$ cat config.mk
export PLATFORM = sky130hd
export DESIGN_NAME = seg7_scan_driver_flat
export DESIGN_NICKNAME = d
export VERILOG_FILES = /design/src/rtl/seg7_scan_driver_if.sv /design/src/rtl/seg7_scan_driver.sv /design/src/flat_wrapper.sv
export SDC_FILE = /design/constraint.sdc
export NUM_CORES = 1
export LEC_CHECK = 0
export ABC_AREA = 1
export CAP_MARGIN = 20
export CORE_MARGIN = 1.5
export CORE_UTILIZATION = 58
export DETAILED_ROUTE_END_ITERATION = 10
export PLACE_DENSITY = 0.85
export SYNTH_ARGS = -nofsm -noshare
export SYNTH_HDL_FRONTEND = slang
export SYNTH_SLANG_ARGS = --single-unit
$ cat constraint.sdc
create_clock -name clock -period 4.8 [get_ports clock]
set_input_delay 0.96 -clock clock [delete_from_list [all_inputs] [get_ports clock]]
set_output_delay 0.96 -clock clock [all_outputs]
set_load 0.1 [all_outputs]
$ cat src/rtl/seg7_scan_driver_if.sv
// -----------------------------------------------------------------------------
// seg7_scan_driver_if
// Bundle between the stopwatch counter/board pins and the scan driver.
//   d0..d3      BCD digits (d0 = tenths, rightmost .. d3 = minutes, leftmost)
//   blank_lz    leading-zero blanking enable for positions 3/2
//   brightness  on-time level, 0 = 1/8 duty .. 7 = full duty
//   an          anode enables, active-low, an[0] = rightmost digit
//   seg         segments, active-low, seg[0] = a .. seg[6] = g
//   dp          decimal point, active-low
//   frame_tick  one-cycle pulse when position 0 of a new frame is shown
// master: the side that supplies digits and observes the pins.
// slave : the scan driver itself.
// -----------------------------------------------------------------------------
interface seg7_scan_driver_if;
  logic [3:0] d0;
  logic [3:0] d1;
  logic [3:0] d2;
  logic [3:0] d3;
  logic       blank_lz;
  logic [2:0] brightness;
  logic [3:0] an;
  logic [6:0] seg;
  logic       dp;
  logic       frame_tick;

  modport master (
    output d0, d1, d2, d3, blank_lz, brightness,
    input  an, seg, dp, frame_tick
  );

  modport slave (
    input  d0, d1, d2, d3, blank_lz, brightness,
    output an, seg, dp, frame_tick
  );
endinterface

$ cat src/rtl/seg7_scan_driver.sv
// -----------------------------------------------------------------------------
// seg7_scan_driver
// Time-multiplexed four-digit seven-segment driver for the stopwatch display.
// Each digit position owns a slot of REFRESH_DIV cycles; four slots form a
// frame. Digits and the blanking enable are sampled once per frame so a
// counter carry can never tear the display; brightness is sampled once per
// slot and sets how long the anode stays on within that slot.
//   clock      system clock
//   reset      asynchronous, active-high
//   disp       seg7_scan_driver_if.slave (digits in, display pins out)
// REFRESH_DIV must be a multiple of 8 and at least 16.
// -----------------------------------------------------------------------------
module seg7_scan_driver #(
  parameter int REFRESH_DIV = 100000
) (
  input  logic                clock,
  input  logic                reset,
  seg7_scan_driver_if.slave   disp
);

  localparam int             CW    = $clog2(REFRESH_DIV);
  localparam logic [CW-1:0]  LAST  = (CW)'(REFRESH_DIV - 1);
  localparam logic [CW:0]    SLICE = (CW+1)'(REFRESH_DIV / 8);

  logic [CW-1:0]   div_cnt;
  logic [1:0]      idx;
  logic [3:0][3:0] sh_d;
  logic            sh_blz;
  logic [2:0]      bri_q;

  logic            slot_start;
  logic            capture;
  logic [3:0][3:0] cur_d;
  logic            cur_blz;
  logic [2:0]      cur_bri;
  logic [CW:0]     on_limit;
  logic            blank3;
  logic            blank2;
  logic            pos_blank;
  logic [3:0]      an_n;
  logic [6:0]      seg_n;
  logic            dp_n;

  // Segment patterns g..a, 0 = lit; non-BCD codes show nothing.
  function automatic logic [6:0] decode(input logic [3:0] v);
    case (v)
      4'd0:    decode = 7'b1000000;
      4'd1:    decode = 7'b1111001;
      4'd2:    decode = 7'b0100100;
      4'd3:    decode = 7'b0110000;
      4'd4:    decode = 7'b0011001;
      4'd5:    decode = 7'b0010010;
      4'd6:    decode = 7'b0000010;
      4'd7:    decode = 7'b1111000;
      4'd8:    decode = 7'b0000000;
      4'd9:    decode = 7'b0010000;
      default: decode = 7'b1111111;
    endcase
  endfunction

  assign slot_start = (div_cnt == '0);
  assign capture    = slot_start && (idx == 2'd0);

  // In the cycle a sample is taken the shadows still hold the old frame, so
  // the live inputs are used directly; this also makes the very first slot
  // after reset show fresh data instead of the cleared shadows.
  assign cur_d    = capture    ? {disp.d3, disp.d2, disp.d1, disp.d0} : sh_d;
  assign cur_blz  = capture    ? disp.blank_lz   : sh_blz;
  assign cur_bri  = slot_start ? disp.brightness : bri_q;
  assign on_limit = ((CW+1)'(cur_bri) + (CW+1)'(1)) * SLICE;

  assign blank3    = cur_blz && (cur_d[3] == 4'd0);
  assign blank2    = blank3 && (cur_d[2] == 4'd0);
  assign pos_blank = ((idx == 2'd3) && blank3) || ((idx == 2'd2) && blank2);

  // NOTE: every output of a combinational block gets a default first, so no
  // path leaves it unassigned and no latch is inferred.
  always_comb begin
    an_n  = 4'hF;
    seg_n = 7'h7F;
    dp_n  = 1'b1;
    if (!pos_blank) begin
      seg_n = decode(cur_d[idx]);
      if ({1'b0, div_cnt} < on_limit) an_n[idx] = 1'b0;
      // Points separate minutes.seconds and seconds.tenths.
      if ((idx == 2'd1) || (idx == 2'd3)) dp_n = 1'b0;
    end
  end

  // NOTE: state is updated with non-blocking assignments so every register
  // samples the pre-edge values of the others, independent of statement order.
  always_ff @(posedge clock or posedge reset) begin
    if (reset) begin
      div_cnt         <= '0;
      idx             <= 2'd0;
      // NOTE: the shadow digits are reset too; they are a handful of flops,
      // not a memory, and a defined value keeps the first frame deterministic.
      sh_d            <= '0;
      sh_blz          <= 1'b0;
      bri_q           <= 3'd0;
      disp.an         <= 4'hF;
      disp.seg        <= 7'h7F;
      disp.dp         <= 1'b1;
      disp.frame_tick <= 1'b0;
    end else begin
      if (div_cnt == LAST) begin
        div_cnt <= '0;
        idx     <= idx + 2'd1;
      end else begin
        div_cnt <= div_cnt + (CW)'(1);
      end
      if (slot_start) bri_q <= disp.brightness;
      if (capture) begin
        sh_d   <= {disp.d3, disp.d2, disp.d1, disp.d0};
        sh_blz <= disp.blank_lz;
      end
      disp.an         <= an_n;
      disp.seg        <= seg_n;
      disp.dp         <= dp_n;
      disp.frame_tick <= capture;
    end
  end

endmodule
$ cat src/flat_wrapper.sv
// flat-port wrapper written by rule: the top's interface ports become plain ports
module seg7_scan_driver_flat 
#(
  parameter int REFRESH_DIV = 100000
)
  (clock, reset, disp_d0, disp_d1, disp_d2, disp_d3, disp_blank_lz, disp_brightness, disp_an, disp_seg, disp_dp, disp_frame_tick);
  seg7_scan_driver_if disp_i ();
  input  logic clock;
  input  logic reset;
  input wire logic [$bits(disp_i.d0)-1:0] disp_d0;
  input wire logic [$bits(disp_i.d1)-1:0] disp_d1;
  input wire logic [$bits(disp_i.d2)-1:0] disp_d2;
  input wire logic [$bits(disp_i.d3)-1:0] disp_d3;
  input wire logic [$bits(disp_i.blank_lz)-1:0] disp_blank_lz;
  input wire logic [$bits(disp_i.brightness)-1:0] disp_brightness;
  output wire logic [$bits(disp_i.an)-1:0] disp_an;
  output wire logic [$bits(disp_i.seg)-1:0] disp_seg;
  output wire logic [$bits(disp_i.dp)-1:0] disp_dp;
  output wire logic [$bits(disp_i.frame_tick)-1:0] disp_frame_tick;
  assign disp_i.d0 = disp_d0;
  assign disp_i.d1 = disp_d1;
  assign disp_i.d2 = disp_d2;
  assign disp_i.d3 = disp_d3;
  assign disp_i.blank_lz = disp_blank_lz;
  assign disp_i.brightness = disp_brightness;
  assign disp_an = disp_i.an;
  assign disp_seg = disp_i.seg;
  assign disp_dp = disp_i.dp;
  assign disp_frame_tick = disp_i.frame_tick;
  seg7_scan_driver #(.REFRESH_DIV(REFRESH_DIV)) u_core (.clock(clock), .reset(reset), .disp(disp_i));
endmodule
[Word-level counts from Yosys, hierarchy flattened]
Memories as Yosys holds them, arrays and structs flattened.
Index checks and enable logic that the tools add are counted.
Storage, ports and cells
  bits of input ports: 22
  memories: 1
  logic and storage cells: 50
  memory bits (read-only): 112
  register bits: 52
Cells by class
  equal/unequal tests: 4
  mux-type cells: 13
  $mul: 1
  bitwise operators: 1
  reductions and logical operators: 12
  order comparisons: 3
  $add $sub $neg: 3
Memory list
  (name not given): depth 16, bits a word 7, read ports 1, clocked after memory_dff 0, wr ports 0, line seg7_scan_driver.sv:46  | case (v)
Operators by type and width (count)
  $lt 17x18->1: 1
  $mul 18x12->16 const B: 1
  $add 17x1->17 const B: 1
  $eq 17x17->1 const B: 1
  $logic_not 17->1: 1
  $mux 17: 1
  $mux 16: 1
  $mux 4: 3
  $bmux 4 s2: 1
  $logic_not 4->1: 2
  $mux 7: 1
  $logic_and 1x1->1: 6
  $add 3x1->4 const B: 1
  $eq 2x2->1 const B: 2
  $mux 1: 4
  $not 4->4: 1
  $lt 2x3->1 const B: 1
  $mux 3: 1
  $add 2x1->2 const B: 1
  $demux 1 s2: 1
  $eq 2x1->1 const B: 1
  $ge 2x1->1 const B: 1
  $logic_not 2->1: 1
  $logic_or 1x1->1: 2

[Logic depth before layout (Yosys ltp)]
Gate-level depths: netlist of the first run.
  word-level depth: 9
  mapped depth: 31
  mapped depth without buffers: 31

[Least setup slack after synthesis of the first run]
No wires, ideal clock.
  kind: register -> register
  start point: register u_core.div_cnt[0]
  end point: register u_core.disp.an[0]
  path slack: 0.692 ns
  library setup time: 0.086 ns
  clock period less this slack: 4.108 ns
  path buffers: 0
  arrival time: 4.022 ns
  stages on the path, launching flop included: 29
  required time: 4.714 ns
  path through: dfrtp_1 > inv_1 > ha_1 > inv_1 > nor2_1 > nand2_1 > nor2_4 > nand2_2 > nand2_2 > nand2_2 > ha_1 > inv_1 > nand2_1 > nand2_2 > ha_1 > ha_1 > ha_1 > inv_1 > nor3_1 > a21oi_1 > o31ai_1 > xor2_1 > ha_1 > a21oi_1 > o21bai_1 > nand3_1 > nand2_1 > inv_1 > nand3_1
On the way
  elaborated cells on any way between the ends: 17
  classes of those cells: add/sub (1); mul (1); order compare (1); mux (5); reduce/logical (9)
RTL lines
  start, declared: line seg7_scan_driver.sv:25  | logic [CW-1:0] div_cnt;
  start signal, assigned: line seg7_scan_driver.sv:110  | div_cnt <= div_cnt + (CW)'(1);
  $logic_not 17->1: line seg7_scan_driver.sv:61  | assign slot_start = (div_cnt == '0);
  $mux 3
  net u_core.cur_bri[0]: line seg7_scan_driver.sv:35  | logic [2:0] cur_bri;
  $add 3x1->4: line seg7_scan_driver.sv:70  | assign on_limit = ((CW+1)'(cur_bri) + (CW+1)'(1)) * SLICE;
  $mul 18x12->16: line seg7_scan_driver.sv:70
  $lt 17x18->1: line seg7_scan_driver.sv:84  | if ({1'b0, div_cnt} < on_limit) an_n[idx] = 1'b0;
  $mux 4: line seg7_scan_driver.sv:84
  $mux 4: line seg7_scan_driver.sv:82  | if (!pos_blank) begin
  net u_core.an_n[0]: line seg7_scan_driver.sv:40  | logic [3:0] an_n;
  end signal, assigned: line seg7_scan_driver.sv:117  | disp.an <= an_n;
  end, declared: line seg7_scan_driver_if.sv:33  | output an, seg, dp, frame_tick
The timed path passes the listed nets, and every way through them passes these cells.
A chain may end at the register's enable or synchronous reset.

[Worst setup path in the final report of the first run]
  start point: input port disp_brightness[0]
  end point: register u_core.disp.an[0]
On the way
  longest elaborated chain between the ends: 6
RTL lines
  start, declared: line flat_wrapper.sv:15  | input wire logic [$bits(disp_i.brightness)-1:0] disp_brightness;
  $mux 3
  net u_core.cur_bri[0]: line seg7_scan_driver.sv:35
  $add 3x1->4: line seg7_scan_driver.sv:70
  $mul 18x12->16: line seg7_scan_driver.sv:70
  $lt 17x18->1: line seg7_scan_driver.sv:84
  $mux 4: line seg7_scan_driver.sv:84
  $mux 4: line seg7_scan_driver.sv:82
  net u_core.an_n[0]: line seg7_scan_driver.sv:40
The timed path passes the listed nets, and every way through them passes these cells.

==> summary.md, run 1 <==
| Metric | Value |
|---|---|
| Total core area | `0.00599 mm2` |
| Crit path kind | `in2reg` |
| Post-route cell area | `0.00421 mm2` |
| Final core utilization | `0.702` |
| Slew Limit Headroom | `0.348` |
| Post-route ant nets | `0` |
| Initial antenna violation count | `0` |
| Tot GR Track Use | `0.255` |
| Clk sinks | `52` |
| Number of global-route vias before repair | `3012` |
| DRT iter0 DRCs | `146` |
| Top post-synthesis cells by area | `dfrtp_1 (28%), ha_1 (14%), nand2_1 (12%)` |
| PnR worst setup slack | `0.349 ns` |
| Pins Over Slew Limit | `0` |
| Clock Latency Late Sink | `0.31 ns` |
| Biggest area consumer among synthesized cells | `dfrtp_1` |
| Post-place instance area | `0.00406 mm2` |
| Synth top cells by count | `nand2_1 (120), inv_1 (68), nand3_1 (47)` |
| Status | `completed` |
| # diodes | `0` |
| Die H | `82.1 um` |
| Critical Path Sink Type | `flip-flop` |
| Rows | `28` |
| Crit Path Max Fanout | `6` |
| Pleak | `2.19 nW` |
| EDFF count, synth | `0` |
| Max-cap violations | `0` |
| Crit-path max cell delay | `0.46 ns` |
| I/O Pins | `35` |
| Worst-case clock buffer depth | `2` |
| Sequential cell area fraction in the yosys report | `0.363` |
| WL/cell | `13.5 um` |
| GP Congestion | `0.952` |
| Layout cell share with drive strength beyond 1 | `0.129` |
| Most frequent cell after synthesis | `nand2_1` |
| Synth cell types | `36` |
| Initial Util | `0.606` |
| CTS Buf Count | `5` |
| Gate Count Post-Synth | `469` |
| Post-route minimum period | `4.45 ns` |
| Root Driver | `clkbuf_8` |
| DP Wirelength | `6170 um` |
| Startpoint Class | `input pin` |
| H-tree levels | `2` |
| # DRC | `0` |
| VDD IR-drop max | `0.000190 V` |
| # hold bufs at CTS | `0` |
| Syn Nets | `533` |
| Vias per Instance | `5.45` |
| Global route overflow | `0` |
| Detailed Route WL | `7920 um` |
| # setup viols final | `0` |
| Synth top area share | `0.276` |
| Place WS | `-0.0872 ns` |
| Post-synth ARST share | `1.00` |
| Syn-to-layout area delta | `15.9%` |
| Buffers on Ports | `34` |
| Clock transition at path regs | `0.10 ns` |
| Syn_area_per_cell | `7.74 um2` |
| Dominant synthesized flop cell | `dfrtp_1` |
| Crit share post-route | `0.927` |
| Slowest stage cell, crit path | `clkdlybuf4s50_1` |
| Clock skew | `0.00630 ns` |
| Synth Cell Area | `0.00363 mm2` |
| #FFs+latches synth | `52` |
| Global-route wire length before repair | `13200 um` |
| Fill count | `453` |
| Pin count of the biggest net entering global routing | `28` |
| Power Density | `232 mW/mm2` |
| Hold WC Path Type | `reg2reg` |
| Final hold violations | `0` |
| Critical Path AT | `4.69 ns` |
| Router iterations before antenna repair | `4` |
| CTS tree | `done` |
| Die width | `82.1 um` |
| Fin nets | `575` |
| PnR Total Power | `0.974 mW` |
| Warnings from Yosys | `0` |
| Worst Path Required | `5.04 ns` |
| Peak Freq | `225 MHz` |
| Least-Margin Pin Slew | `0.974 ns` |
| Die Area | `0.00674 mm2` |
| Vias | `3202` |
[timing repair]
| item | in CTS | in global routing |
|---|---|---|
| endpoints found under the hold margin | 0 | 0 |
| buffers inserted | 0 | 1 |
| endpoints found under the setup margin | 0 | 4 |
| gates resized for setup | 0 | 5 |
[critical path, delay by kind of cell]
kind,cells,cell delay (ns)
AOI/OAI and AO/OA,4,0.51
adders and majority gates,5,1.38
buffers and inverters,5,0.76
and+or+nand+nor,11,1.05
[state kept, by name, indices dropped and copies added (netlist names)]
| signal | count |
|---|---|
| u_core.div_cnt | 17 |
| u_core.disp.dp | 1 |
| u_core.idx | 2 |
| u_core.disp.an | 4 |
| u_core.sh_blz | 1 |
| u_core.disp.seg | 7 |
| u_core.disp.frame_tick | 1 |
| u_core.bri_q | 3 |
| u_core.sh_d | 16 |
[path summary, 6_finish.rpt]
| kind | start | to | slack, ns | cells after the start |
|---|---|---|---|---|
| worst max-delay path | disp_brightness[0] | u_core.disp.an[0] | 0.35 | 25 |
| worst min-delay path | u_core.sh_d[1] | u_core.sh_d[1] | 0.49 | 2 |
| worst max register to register | u_core.div_cnt[0] | u_core.disp.an[0] | 0.36 | 30 |
| worst min register to register | u_core.sh_d[1] | u_core.sh_d[1] | 0.49 | 2 |
| max in group asynchronous | reset | u_core.idx[1] | 3.04 | 3 |
| min in group asynchronous | reset | u_core.bri_q[0] | 1.01 | 2 |
[final cells by class]
type / instances / area, um2 / share of cell area
Sequential cell: 52 / 1320 / 0.313
Tap cell: 75 / 93.8 / 0.0223
Clock buffer: 6 / 93.8 / 0.0223
Clock inverter: 2 / 16.3 / 0.00387
Multi-Input combinational cell: 339 / 2030 / 0.483
Inverter: 75 / 283 / 0.0672
Timing Repair Buffer: 38 / 370 / 0.0881
[per-stage QoR]
stage,cells,setup TNS (ns),hold slack [ns]
2_1_floorplan,469,0,0.444
3_3_place_gp,578,0,0.457
3_5_place_dp,578,-0.300,0.461
4_1_cts,586,0,0.488
5_1_grt,587,-0.0864,0.515
6_report,587,0,0.487
[cells by family (layout without fill, tap and decap cells)]
family	count (synthesis)	count (layout)	share of synthesized area
xor gates and xnor gates	9	9	0.0217
and+or+nand+nor	251	251	0.325
AOI/OAI and AO/OA	37	37	0.0596
adders and majority gates	42	42	0.145
DFF	52	52	0.363
buffers and inverters	78	121	0.0865
[cell usage in the layout, fill, tap and decap left out, types with 2 or more instances in the layout]
| master | instances |
|---|---|
| a211oi_1 | 2 |
| a21boi_1 | 2 |
| a21oi_1 | 12 |
| buf_4 | 4 |
| clkbuf_8 | 5 |
| clkdlybuf4s50_1 | 34 |
| clkinv_2 | 2 |
| dfrtp_1 | 40 |
| dfstp_2 | 12 |
| ha_1 | 40 |
| ha_4 | 2 |
| inv_1 | 67 |
| inv_2 | 7 |
| nand2_1 | 119 |
| nand2_2 | 15 |
| nand2_4 | 4 |
| nand3_1 | 47 |
| nand3_2 | 3 |
| nand3b_1 | 2 |
| nand4_1 | 8 |
| nor2_1 | 35 |
| nor2_2 | 2 |
| nor2_4 | 3 |
| nor3_1 | 7 |
| nor4_1 | 3 |
| o21ai_0 | 10 |
| o21ai_1 | 3 |
| o21ai_2 | 2 |
| o31ai_1 | 2 |
| xor2_1 | 8 |
[report_power, final]
part	switching [mW]	internal [mW]	total, mW
sequential	0.00362	0.455	0.459
clock	0.160	0.138	0.298
combinational	0.138	0.0795	0.217
[layer usage]
layer | vias up | share of wire | global-route usage
met4 | 0 | 0.0080 | 0.0661
li1 | 1587 | - | -
met1 | 1505 | 0.44 | 0.338
met5 | - | 0 | 0
met3 | 9 | 0.059 | 0.0418
met2 | 101 | 0.50 | 0.434
Power figures use the tool's default switching activity.
==> run 2: changes to the inputs <==
Settings changed: ABC_CLOCK_PERIOD_IN_PS set to 4800.
==> results of run 2 <==
The final DEF is identical to that of run 1; final timing and power are the same.
==> run 3: changes to the inputs <==
Settings changed: CORE_UTILIZATION 58 to 55, PLACE_DENSITY 0.85 to 0.81.
==> run 3 against run 2 <==
Effect of this change: cell count rose by 0.17%; highest routed layer unchanged; first-iteration DRC count rose by 37%; clock power fell by 13%; count of clock-buffer cells in the layout fell by 1; sequential share of layout area barely moved; die area rose by 5.2%; via count fell by 1.9%; critical path depth did not move; wire length rose by 1.1%; global-route usage fell by 1.7 points.
==> summary.md, run 3 (synthesis results as in run 1) <==
| Metric | Value |
|---|---|
| Status | `completed` |
| Vias | `3142` |
| Worst-case clock buffer depth | `2` |
| Buffers on Ports | `34` |
| Power Density | `222 mW/mm2` |
| Vias per Instance | `5.34` |
| Fin nets | `574` |
| Critical Path AT | `4.72 ns` |
| Router iterations before antenna repair | `4` |
| Crit Path Max Fanout | `6` |
| Syn-to-layout area delta | `16.0%` |
| Fin Hold WS | `0.489 ns` |
| H-tree levels | `2` |
| Die Area | `0.00710 mm2` |
| GP Congestion | `1.02` |
| Largest regs | `u_core.div_cnt: 17 flops, u_core.sh_d: 16 flops, u_core.disp.seg: 7 flops` |
| CTS tree | `done` |
| Slew Limit Headroom | `0.351` |
| Die width | `84.2 um` |
| Hold depth | `2` |
| WL/cell | `13.6 um` |
| DP Wirelength | `6120 um` |
| Total core area | `0.00635 mm2` |
| CTS Buf Count | `5` |
| Layout cell share with drive strength beyond 1 | `0.139` |
| I/O Pins | `35` |
| Worst r2r src | `u_core.div_cnt[0]` |
| Global-route wire length before repair | `13800 um` |
| Die H | `84.2 um` |
| Root Driver | `clkbuf_8` |
| Hold endpoint | `u_core.sh_d[4]` |
| Detailed Route WL | `8010 um` |
| Final hold violations | `0` |
| Pleak | `2.18 nW` |
| Rows | `29` |
| Global route overflow | `0` |
| Worst r2r dst | `u_core.disp.an[1]` |
| Max-cap violations | `0` |
| Number of global-route vias before repair | `3115` |
| HP Start | `u_core.sh_d[4]` |
| Least-Margin Pin Slew | `0.970 ns` |
| Most common cell after layout, fill and taps aside | `nand2_1` |
| Hold WC Path Type | `reg2reg` |
| # diodes | `0` |
| Worst Path Required | `5.04 ns` |
| Tot GR Track Use | `0.238` |
| Crit path kind | `in2reg` |
| # DRC | `0` |
| Clk sinks | `52` |
| Clock transition at path regs | `0.10 ns` |
| Pin count of the biggest net entering global routing | `53` |
| Clock skew | `0.00452 ns` |
| R2r worst-path depth | `30` |
| Largest register FFs | `17` |
| Startpoint Class | `input pin` |
| # setup viols final | `0` |
| DRT iter0 DRCs | `200` |
| Clock Latency Late Sink | `0.31 ns` |
| Critical Path Sink Type | `flip-flop` |
| Sum of negative setup slack | `0 ns` |
| Internal reg-to-reg setup slack | `0.33 ns` |
| Crit share post-route | `0.933` |
| VDD IR-drop max | `0.000197 V` |
| Peak Freq | `223 MHz` |
| Post-route minimum period | `4.48 ns` |
| Post-route ant nets | `0` |
| Pins Over Slew Limit | `0` |
| Initial antenna violation count | `0` |
| Most frequent cells in the layout | `nand2_1 (118), inv_1 (66), nand3_1 (46), dfrtp_1 (40), ha_1 (39)` |
| Most flops, register | `u_core.div_cnt` |
| Initial Util | `0.572` |
[run 3: cell count changes in the layout (fill, tap and decap cells not counted), sizes merged]
cell    change
clkbuf      -1
buf         -1
inv         +1
[run 3: worst max path at each step]
| stage | startpoint | end | depth (start not counted) |
|---|---|---|---|
| floorplan | u_core.div_cnt[0] | u_core.disp.an[0] | 28 |
| global placement | disp_brightness[0] | u_core.disp.an[3] | 22 |
| detailed placement | disp_brightness[1] | u_core.disp.an[1] | 20 |
| CTS | u_core.div_cnt[0] | u_core.disp.an[1] | 28 |
| global route | u_core.div_cnt[0] | u_core.disp.an[1] | 30 |
| finish | disp_brightness[0] | u_core.disp.an[1] | 25 |
[run 3: worst max-delay path, stage by stage]
cell	delay, ns
clkdlybuf4s50_1	0.46
nand3_1	0.14
nand2_2	0.17
ha_2	0.22
inv_1	0.06
nand2_1	0.08
nand2_2	0.09
ha_1	0.34
ha_4	0.28
ha_4	0.28
inv_1	0.07
nor2_1	0.09
o21ai_0	0.09
a211oi_1	0.25
nand2_1	0.06
o21ai_0	0.11
nand2_1	0.07
a21boi_1	0.13
ha_1	0.29
nand3_1	0.11
inv_1	0.05
nand4_1	0.08
nand2_1	0.06
inv_2	0.08
nand3_1	0.08
[run 3: what timing repair did]
action | 4_1_cts | 5_1_grt
resized for setup | 0 | 10
hold buffers | 0 | 0
buffers inserted | 0 | 1
endpoints found under the setup margin | 0 | 4
[run 3: area by class of cell]
type / count / area [um2]
Timing Repair Buffer: 37 / 375
Tap cell: 77 / 96.3
Inverter: 75 / 283
Fill cell: 529 / 2140
Multi-Input combinational cell: 339 / 2050
Clock buffer: 5 / 68.8
Clock inverter: 3 / 20.0
Sequential cell: 52 / 1320
[run 3: layer usage]
layer,part of all wire,global-route usage,vias to the layer above
met5,0,0,-
met4,0.014,0.0671,0
met3,0.061,0.0354,13
met2,0.49,0.399,91
met1,0.43,0.323,1454
li1,-,-,1584
[run 3: per-stage QoR]
| stage | cells | setup slack [ns] | cell area (um2) | total power, mW | utilization |
|---|---|---|---|---|---|
| final | 588 | 0.321 | 4210 | 0.936 | 0.663 |
| after global routing | 588 | -0.0793 | 4210 | 0.988 | 0.663 |
| after CTS | 586 | 0.144 | 4130 | 0.932 | 0.651 |
| after detailed placement | 578 | -0.113 | 4040 | 0.672 | 0.637 |
| after global placement | 578 | 0.129 | 4040 | 0.664 | 0.637 |
| after floorplan | 469 | 0.692 | 3630 | 0.617 | - |
[run 3: power breakdown]
group	switching (mW)	total, mW	internal, mW
sequential	0.00404	0.459	0.455
combinational	0.139	0.218	0.0791
clock	0.155	0.259	0.104
total	0.297	0.936	0.639
